===== src/rtl/rng_pkg.sv =====
// Shared constants and helpers for the pseudo-random tile-position source.
package rng_pkg;

  localparam int NUM_WIDTH  = 4;
  localparam int LFSR_WIDTH = 16;
  // x^16 + x^14 + x^13 + x^11 + 1, maximal-length Galois mask
  localparam logic [LFSR_WIDTH-1:0] TAPS = 16'hB400;
  localparam logic [LFSR_WIDTH-1:0] SEED = 16'hACE1;

  // XOR of all NUM_WIDTH-bit slices of the LFSR state
  function automatic logic [NUM_WIDTH-1:0] fold_xor(input logic [LFSR_WIDTH-1:0] state);
    logic [NUM_WIDTH-1:0] acc;
    acc = '0;
    for (int i = 0; i < LFSR_WIDTH / NUM_WIDTH; i++) begin
      acc = acc ^ state[i*NUM_WIDTH +: NUM_WIDTH];
    end
    return acc;
  endfunction

endpackage


===== src/rtl/random_num_gen_lfsr_core.sv =====
// Free-running Galois LFSR with synchronous seed load and all-zero lockup recovery.
module lfsr_core #(
  parameter int                    LFSR_WIDTH = rng_pkg::LFSR_WIDTH,
  parameter logic [LFSR_WIDTH-1:0] TAPS       = rng_pkg::TAPS,
  parameter logic [LFSR_WIDTH-1:0] SEED       = rng_pkg::SEED
) (
  input  logic                  clk,
  input  logic                  rst,
  output logic [LFSR_WIDTH-1:0] state_o
);

  // A zero seed would lock the register, so it is replaced by 1.
  localparam logic [LFSR_WIDTH-1:0] SEED_SAFE =
    (SEED != '0) ? SEED : LFSR_WIDTH'(1);

  // Power-up value matches the reset value so the FPGA starts in a valid state.
  logic [LFSR_WIDTH-1:0] lfsr_q = SEED_SAFE;
  logic [LFSR_WIDTH-1:0] lfsr_next;

  // Next state: right-shift Galois step, or reload the seed if the register is zero.
  always_comb begin
    lfsr_next = lfsr_q >> 1;
    if (lfsr_q[0]) begin
      lfsr_next = (lfsr_q >> 1) ^ TAPS;
    end
    if (lfsr_q == '0) begin
      lfsr_next = SEED_SAFE;
    end
  end

  // State register; reset has priority over stepping.
  always_ff @(posedge clk) begin
    if (rst) begin
      lfsr_q <= SEED_SAFE;
    end else begin
      lfsr_q <= lfsr_next;
    end
  end

  assign state_o = lfsr_q;

endmodule


===== src/rtl/random_num_gen.sv =====
// Pseudo-random board-cell selector: LFSR state XOR-folded down to NUM_WIDTH bits.
module random_num_gen #(
  parameter int                    NUM_WIDTH  = rng_pkg::NUM_WIDTH,
  parameter int                    LFSR_WIDTH = rng_pkg::LFSR_WIDTH,
  parameter logic [LFSR_WIDTH-1:0] TAPS       = rng_pkg::TAPS,
  parameter logic [LFSR_WIDTH-1:0] SEED       = rng_pkg::SEED
) (
  input  logic                 clk,
  input  logic                 rst,
  output logic [NUM_WIDTH-1:0] num
);

  import rng_pkg::fold_xor;

  localparam int SLICES = (NUM_WIDTH >= 1) ? (LFSR_WIDTH / NUM_WIDTH) : 1;

  // The fold needs whole slices and at least one output bit.
  generate
    if (NUM_WIDTH < 1) begin : g_bad_num_width
      $error("random_num_gen: NUM_WIDTH must be at least 1");
    end else if ((LFSR_WIDTH % NUM_WIDTH) != 0) begin : g_bad_ratio
      $error("random_num_gen: LFSR_WIDTH must be a multiple of NUM_WIDTH");
    end
  endgenerate

  logic [LFSR_WIDTH-1:0] state;

  lfsr_core #(
    .LFSR_WIDTH (LFSR_WIDTH),
    .TAPS       (TAPS),
    .SEED       (SEED)
  ) u_core (
    .clk     (clk),
    .rst     (rst),
    .state_o (state)
  );

  // num is combinational from the register only, so it changes just after clk edges.
  generate
    if (NUM_WIDTH == rng_pkg::NUM_WIDTH && LFSR_WIDTH == rng_pkg::LFSR_WIDTH) begin : g_fold_default
      always_comb begin
        num = fold_xor(state);
      end
    end else begin : g_fold_generic
      logic [NUM_WIDTH-1:0] slice [SLICES];
      for (genvar gi = 0; gi < SLICES; gi++) begin : g_slice
        assign slice[gi] = state[gi*NUM_WIDTH +: NUM_WIDTH];
      end
      // Generic XOR reduction across slices for non-default widths.
      always_comb begin
        num = '0;
        for (int i = 0; i < SLICES; i++) begin
          num = num ^ slice[i];
        end
      end
    end
  endgenerate

endmodule


===== config.mk =====
export PLATFORM = sky130hd
export DESIGN_NAME = random_num_gen
export DESIGN_NICKNAME = d
export VERILOG_FILES = /design/src/rtl/rng_pkg.sv /design/src/rtl/random_num_gen_lfsr_core.sv /design/src/rtl/random_num_gen.sv
export SDC_FILE = /design/constraint.sdc
export NUM_CORES = 1
export LEC_CHECK = 0
export CAP_MARGIN = 20
export CORE_AREA = 2 2 39 41
export DETAILED_ROUTE_END_ITERATION = 8
export DIE_AREA = 0 0 41 43
export HOLD_SLACK_MARGIN = 0.15
export PLACE_DENSITY = 0.68
export SYNTH_ARGS = -nofsm -noshare
export SYNTH_HDL_FRONTEND = slang
export SYNTH_SLANG_ARGS = --single-unit

===== constraint.sdc =====
create_clock -name clk -period 1.35 [get_ports clk]
set_clock_uncertainty 0.15 [all_clocks]
set_input_delay 0.27 -clock clk [delete_from_list [all_inputs] [get_ports clk]]
set_output_delay 0.27 -clock clk [all_outputs]
set_load 0.02 [all_outputs]

Word-level counts from Yosys, hierarchy flattened
Index checks and enable logic that the tools add are counted.
- register bits: 16
- input port bits: 2
- output and inout port bits: 4
- word-level logic and storage cells: 8
- muxes and demuxes: 1
- bitwise logic cells: 4
- reductions and logical operators: 2
- operators with widths (kind ; count):
    logical NOT 16 bit ; 1
    2-to-1 mux 16 bit ; 1
    bitwise XOR 4 bit ; 3
    inverter 3 -> 4 bit ; 1
    OR reduction 2 bit ; 1

Depth between registers and ports, before layout
Gate-level depths: netlist of run 1.
- depth after elaboration: 3
- mapped depth: 4

By module
Synthesis of run 1 repeated with hierarchy kept, for this count alone.
- cell total of the unflattened synthesis: 53
- area, all modules: 604.3 µm²
- modules (own cells, without submodules) (module ; times used ; cells each ; area each (µm²)):
    lfsr_core ; 1 ; 41 ; 499.2
    random_num_gen ; 1 ; 12 ; 105.1

Least setup slack after synthesis of run 1
OpenSTA, ideal clock, no wires.
- kind: reg2out
- start: register u_core.lfsr_q[0] (netlist: u_core.state_o[0])
- end: output port num[0]
- arrival: 919 ps
- required time: 930 ps
- path slack: 11 ps
- cell stages (with the launch flop): 4
- path buffers: 1
- path through: dfxtp_1 buf_6 xnor2_1 xnor2_1
- word-level cells in the longest chain between the ends: 3
- RTL lines (what ; line ; text):
    from (decl) ; random_num_gen_lfsr_core.sv:17 ; logic [LFSR_WIDTH-1:0] lfsr_q = SEED_SAFE;
    from (signal assigned) ; random_num_gen_lfsr_core.sv:36 ; lfsr_q <= lfsr_next;
    bitwise XOR 4 bit (3 in a row) ; rng_pkg.sv:15 ; acc = acc ^ state[i*NUM_WIDTH +: NUM_WIDTH];
    to (decl) ; random_num_gen.sv:10 ; output logic [NUM_WIDTH-1:0] num
Every way passes these cells.

Worst setup path after layout of run 1
- start: register u_core.lfsr_q[13] (netlist: u_core.state_o[13])
- end: output port num[1]
- word-level cells in the longest chain between the ends: 1
- RTL lines (what ; line):
    bitwise XOR 4 bit ; rng_pkg.sv:15
Every way passes these cells.

==> results of run 1 <==
[routing by layer]
layer	vias to the layer above	track usage [%]
met5	-	0
met4	0	8.00
met3	2	3.14
met2	4	22.8
met1	219	20.6
li1	232	-
[cell families after synthesis]
| family | after synthesis | synth area share (%) |
|---|---|---|
| and+or+nand+nor | 21 | 25.4 |
| buffers and inverters | 2 | 2.40 |
| DFF | 16 | 51.2 |
| xor gates and xnor gates | 15 | 21.0 |
[layout make-up]
cell class                 instances  area, um^2  share of cell area [%]
multi-input combinational         36         360                    38.2
tap                               16        20.0                    2.12
clock buffer                       3        22.5                    2.39
timing repair buffer              25         201                    21.4
sequential                        16         339                    35.9
[path summary, 6_finish.rpt]
check | from | end | slack, ps | cells past startpoint
setup reg to reg | u_core.state_o[8]$_SDFF_PP0_ | u_core.state_o[10]$_SDFF_PP1_ | -70 | 5
setup / recovery | u_core.state_o[13]$_SDFF_PP1_ | num[1] | -150 | 3
hold / removal | u_core.state_o[2]$_SDFF_PP0_ | u_core.state_o[1]$_SDFF_PP0_ | 350 | 1
hold reg to reg | u_core.state_o[2]$_SDFF_PP0_ | u_core.state_o[1]$_SDFF_PP0_ | 350 | 1
[per-stage QoR]
stage | util (%) | std cells | hold WS (ps)
detailed placement | 57.9 | 89 | 350
global placement | 57.9 | 89 | 345
global route | 68.2 | 96 | 367
floorplan | - | 54 | 222
finish | 68.2 | 96 | 352
CTS | 62.1 | 95 | 338
[repair_timing]
| action | 4_1_cts | 5_1_grt |
|---|---|---|
| gates resized for setup | 38 | 13 |
| setup endpoints to repair | 7 | 12 |
| setup buffers | 3 | 1 |
| pin swaps | 11 | 8 |
[power by group through the flow]
| stage | Clock (uW) | Combinational, uW | Sequential (uW) |
|---|---|---|---|
| after global routing | 261 | 313 | 550 |
| after global placement | 0 | 260 | 539 |
| final | 230 | 291 | 545 |
| after floorplan | 0 | 135 | 544 |
| after detailed placement | 0 | 262 | 540 |
| after CTS | 239 | 257 | 535 |
[critical path: stages (launching register included)]
cell and delay [ps]:
dfxtp_2 340, xor2_1 180, xnor2_1 140, buf_4 160
[cell usage in the layout, fill, tap and decap left out, types with 3 or more instances in the layout]
| cell type | count |
|---|---|
| xnor2_2 | 4 |
| buf_4 | 21 |
| dfxtp_2 | 15 |
| xnor2_1 | 5 |
| nor2b_1 | 7 |
| buf_6 | 3 |
| or3_1 | 8 |
| xor2_2 | 3 |
| xor2_1 | 3 |
| clkbuf_4 | 3 |
==> impl_metrics.yaml, run 1 <==
detailed_routing:
  drtIter0Drc: 0
  drc: 0
  met3_length_um: 28
  topRoutingLayerUsed: "met4"
  drt_wl_total_um: 1170
  drtPass1Iterations: 1
  wl_met2_um: 609
  antenna_left: 0
  num_vias: 457
  vias_per_cell: 4.76
  wire_per_inst_um: 12.2
  wl_met1_um: 518
clock_network:
  cts_tree: "built"
  cts.sinks: 16
  cts-root-buf: "clkbuf_4"
  htree_levels: 1
  ctsHoldBuffers: 0
  clockBufferDepth: 2
  worstSkewPairLatency_ps: 270
  clk_pin_slew_ps: 80
  numCtsBuffers: 3
timing:
  post-route-period-util_pct: 111
  tns_ps: -813
  setup-violations-final: 12
  period_needed_ps: 1500
  worst_slack_ps: -151
  hold_viol: 0
  rsz0062_at_grt: "yes"
  fmax_mhz: 666
  worst_pin_slew_ps: 203
  max-slew-margin-rel_pct: 86.4
  slew_violations: 0
die:
  initial_core_util_pct: 45.2
  die_x_um: 41
  fp-row-count: 14
  core_area_um2: 1380
  die_area_um2: 1760
  ioPinCount: 6
  die_y_um: 43
power_and_ir_drop:
  peakVddDrop_mv: 0.709
  p_per_area_nw_per_um2: 1130
  finalPower_uw: 1070
  comb_power_share_pct: 27.3
  power.net_switching_uw: 285
  swShare_pct: 26.7
  internal-power_uw: 781
  seqPwrFrac_pct: 51.1
  power.share.clock_pct: 21.6
  p_leak_uw: 0.000388
place:
  hpwl_um: 790
  pre_cts_ws_ps: -366
  placed_cell_area_um2: 801
  place.port_buffers: 5
  gp_congestion: 0.704
synth:
  async_reset_ff_share_pct: 0
  synthTopCellsByCount: "dfxtp_1, xnor2_1, or3_1"
  synth_nets: 56
  synth_cell_type_count: 10
  yosysMostFrequentCell: "dfxtp_1"
  syn_avg_cell_area_um2: 11.6
  synth_top_area_share_pct: 51.2
  synthTopCellsByArea: "dfxtp_1, xnor2_1, xor2_1, nor4_2, or3_1"
  seq_area_frac_synth_pct: 51.2
  synth_ff_type: "dfxtp_1"
  synth-seq-cells: 16
  syn-cell-area_um2: 626
  synthCells: 54
  synth-edff-count: 0
  yosys.area.top_type: "dfxtp_1"
  synth_warnings: 0
setup_path:
  path_max_fanout: 2
  worstSetupEndpointType: "output port"
  crit_required_ps: 930
  crit_arrival_ps: 1080
  criticalPathCategory: "reg2out"
  start_kind: "flip-flop"
outcome:
  status: "complete, but fails checks"
  violations: "negative setup slack"
finish:
  largest_register_ff_count: 16
  drive_gt1_share_pct: 67.5
  final_area_um2: 943
  antenna_cells: 0
  area_delta_synth_final_pct: 50.8
  fin_nets: 84
  fill_cells: 102
global_routing:
  track_usage_pct: 15.5
  grt_pass1_wl_um: 1800
  grt-ovfl-total: 0
  grt_pass1_vias: 412
  grt_max_degree: 11
  antenna_found_initial: 0
worst_hold_path:
  min_path_type: "reg2reg"
job:
  cap_violations: 0
(Power assumes the default switching activity.)
==> run 2: changes to the inputs <==
Settings changed: PLACE_DENSITY 0.68 to 0.66, SYNTH_HIERARCHICAL set to 1.
==> run 2 against run 1 <==
Compared with the run above: the run still ends with negative setup slack left; global-route usage grew 4.3 points; first-iteration DRC count is 12 higher; utilization rose by 2.5 points; synthesized area fell by 3.4%; highest routed layer unchanged.
==> impl_metrics.yaml, run 2 <==
clock_network:
  clk_pin_slew_ps: 90
  clockBufferDepth: 2
  htree_levels: 1
  numCtsBuffers: 3
  cts.sinks: 16
  cts-root-buf: "clkbuf_4"
  ctsHoldBuffers: 0
  cts_tree: "built"
  worstSkewPairLatency_ps: 280
timing:
  post-route-period-util_pct: 115
  period_needed_ps: 1550
  hold_viol: 0
  slew_violations: 0
  fin_hold_ws_ps: 436
  max-slew-margin-rel_pct: 86.1
  worst_pin_slew_ps: 207
  rsz0062_at_grt: "yes"
  setup-violations-final: 6
  fmax_mhz: 645
  worst_slack_ps: -201
setup_path:
  crit_required_ps: 930
  start_kind: "flip-flop"
  criticalPathCategory: "reg2out"
  rrSetupSlack_ps: -30
  path_max_fanout: 2
  critPathSlowestCell: "dfxtp_2"
  crit_arrival_ps: 1130
  path_cells: "xor2_2 -> xnor2_1 -> buf_4"
  rr_worst_depth: 4
  path_buf_inv: 1
  max_stage_delay_ps: 340
  worstSetupEndpointType: "output port"
  path_delay_family: "flip-flops"
  crit_cells: 3
detailed_routing:
  met3_length_um: 33
  drtIter0Drc: 12
  topRoutingLayerUsed: "met4"
  drtPass1Iterations: 4
  wl_met2_um: 739
  drc: 0
  vias_per_cell: 5.04
  num_vias: 489
  wl_met1_um: 556
  drt_wl_total_um: 1360
  antenna_left: 0
  wire_per_inst_um: 14.0
place:
  place.port_buffers: 5
  hpwl_um: 844
  gp_congestion: 0.754
power_and_ir_drop:
  finalPower_uw: 1150
  power.net_switching_uw: 310
  swShare_pct: 27.0
  comb_power_share_pct: 25.9
  peakVddDrop_mv: 0.680
  internal-power_uw: 838
  power.share.clock_pct: 27.0
  p_per_area_nw_per_um2: 1170
  p_leak_uw: 0.000395
  seqPwrFrac_pct: 47.1
global_routing:
  grt_pass1_wl_um: 2220
  antenna_found_initial: 0
  grt_max_degree: 11
  grt_pass1_vias: 489
  grt-ovfl-total: 0
  track_usage_pct: 19.8
synth:
  synth-edff-count: 0
  synth_top_area_share_pct: 53.0
  yosys.area.top_type: "dfxtp_1"
  synthCells: 53
  synth-seq-cells: 16
  syn_avg_cell_area_um2: 11.4
  synthTopCellsByCount: "dfxtp_1, xnor2_1, or3_1"
  synth_warnings: 6
  async_reset_ff_share_pct: 0
  synthTopCellsByArea: "dfxtp_1, xnor2_1, xor2_1, or3_1, nor2b_1"
  yosysMostFrequentCell: "dfxtp_1"
  synth_ff_type: "dfxtp_1"
  synth_cell_type_count: 10
  synth_nets: 55
  syn-cell-area_um2: 604
  seq_area_frac_synth_pct: 53.0
job:
  cap_violations: 0
finish:
  drive_gt1_share_pct: 65.4
  fin_nets: 84
  area_delta_synth_final_pct: 61.9
  largest_register_ff_count: 16
  final_common_cell: "buf_4"
  antenna_cells: 0
  final_cell_mix: "buf_4, dfxtp_2, or3_1"
die:
  die_area_um2: 1760
  die_y_um: 43
  die_x_um: 41
  initial_core_util_pct: 43.7
  fp-row-count: 14
  ioPinCount: 6
  core_area_um2: 1380
outcome:
  status: "complete, but fails checks"
  violations: "negative setup slack"
worst_hold_path:
  holdPathStages: 2
  min_path_type: "reg2reg"
## run 2: metal layers
metal  up-vias  global-route usage [%]
met1       246                    24.2
met3         4                    3.14
met5         -                       0
met2         8                    30.0
li1        231                       -
met4         0                    14.0
## run 2: worst paths after layout
path	endpoint	from
setup / recovery	num[1]	u_core/state_o[13]$_SDFF_PP1_
hold / removal	u_core/state_o[0]$_SDFF_PP1_	u_core/state_o[1]$_SDFF_PP0_
setup reg to reg	u_core/state_o[13]$_SDFF_PP1_	u_core/state_o[12]$_SDFF_PP0_
hold reg to reg	u_core/state_o[0]$_SDFF_PP1_	u_core/state_o[1]$_SDFF_PP0_
## run 2: what timing repair did
item / in CTS / in global routing
buffers inserted: 3 / 5
setup endpoints to repair: 12 / 12
cloned: 0 / 0
gates resized for setup: 49 / 12
pin swaps: 15 / 11
## run 2: cell families after synthesis
kind of cell / synth area share, %
buffers and inverters: 0.621
AND/OR/NAND/NOR: 24.6
flip-flops: 53.0
XOR/XNOR: 21.7
## run 2: final cells by class
| class | count | area, um^2 |
|---|---|---|
| clock buffer | 4 | 36.3 |
| fill | 103 | 405 |
| multi-input combinational | 36 | 365 |
| sequential | 16 | 344 |
| tap | 16 | 20.0 |
| timing repair buffer | 25 | 213 |
## run 2: power by group through the flow
stage	Clock [uW]	Combinational (uW)	Sequential, uW
3_3_place_gp	0	270	536
4_1_cts	321	272	540
5_1_grt	337	320	545
2_1_floorplan	0	128	547
6_report	310	298	541
3_5_place_dp	0	270	538
## run 2: tightest hold or removal path, stage by stage (launching register included)
cell	delay (ps)
dfxtp_2	370
buf_6	110
or3_1	90
## run 2: metrics by stage
step                setup TNS [ps]  worst slack, ps  instances  utilization [%]  cell area [um^2]
floorplan                        0             21.9         53                -               604
global placement             -2290             -363         91             58.2               806
detailed placement           -2450             -364         91             58.2               806
CTS                           -815             -238         96             66.5               921
global route                 -1280             -247         97             70.7               978
finish                        -750             -201         97             70.7               978
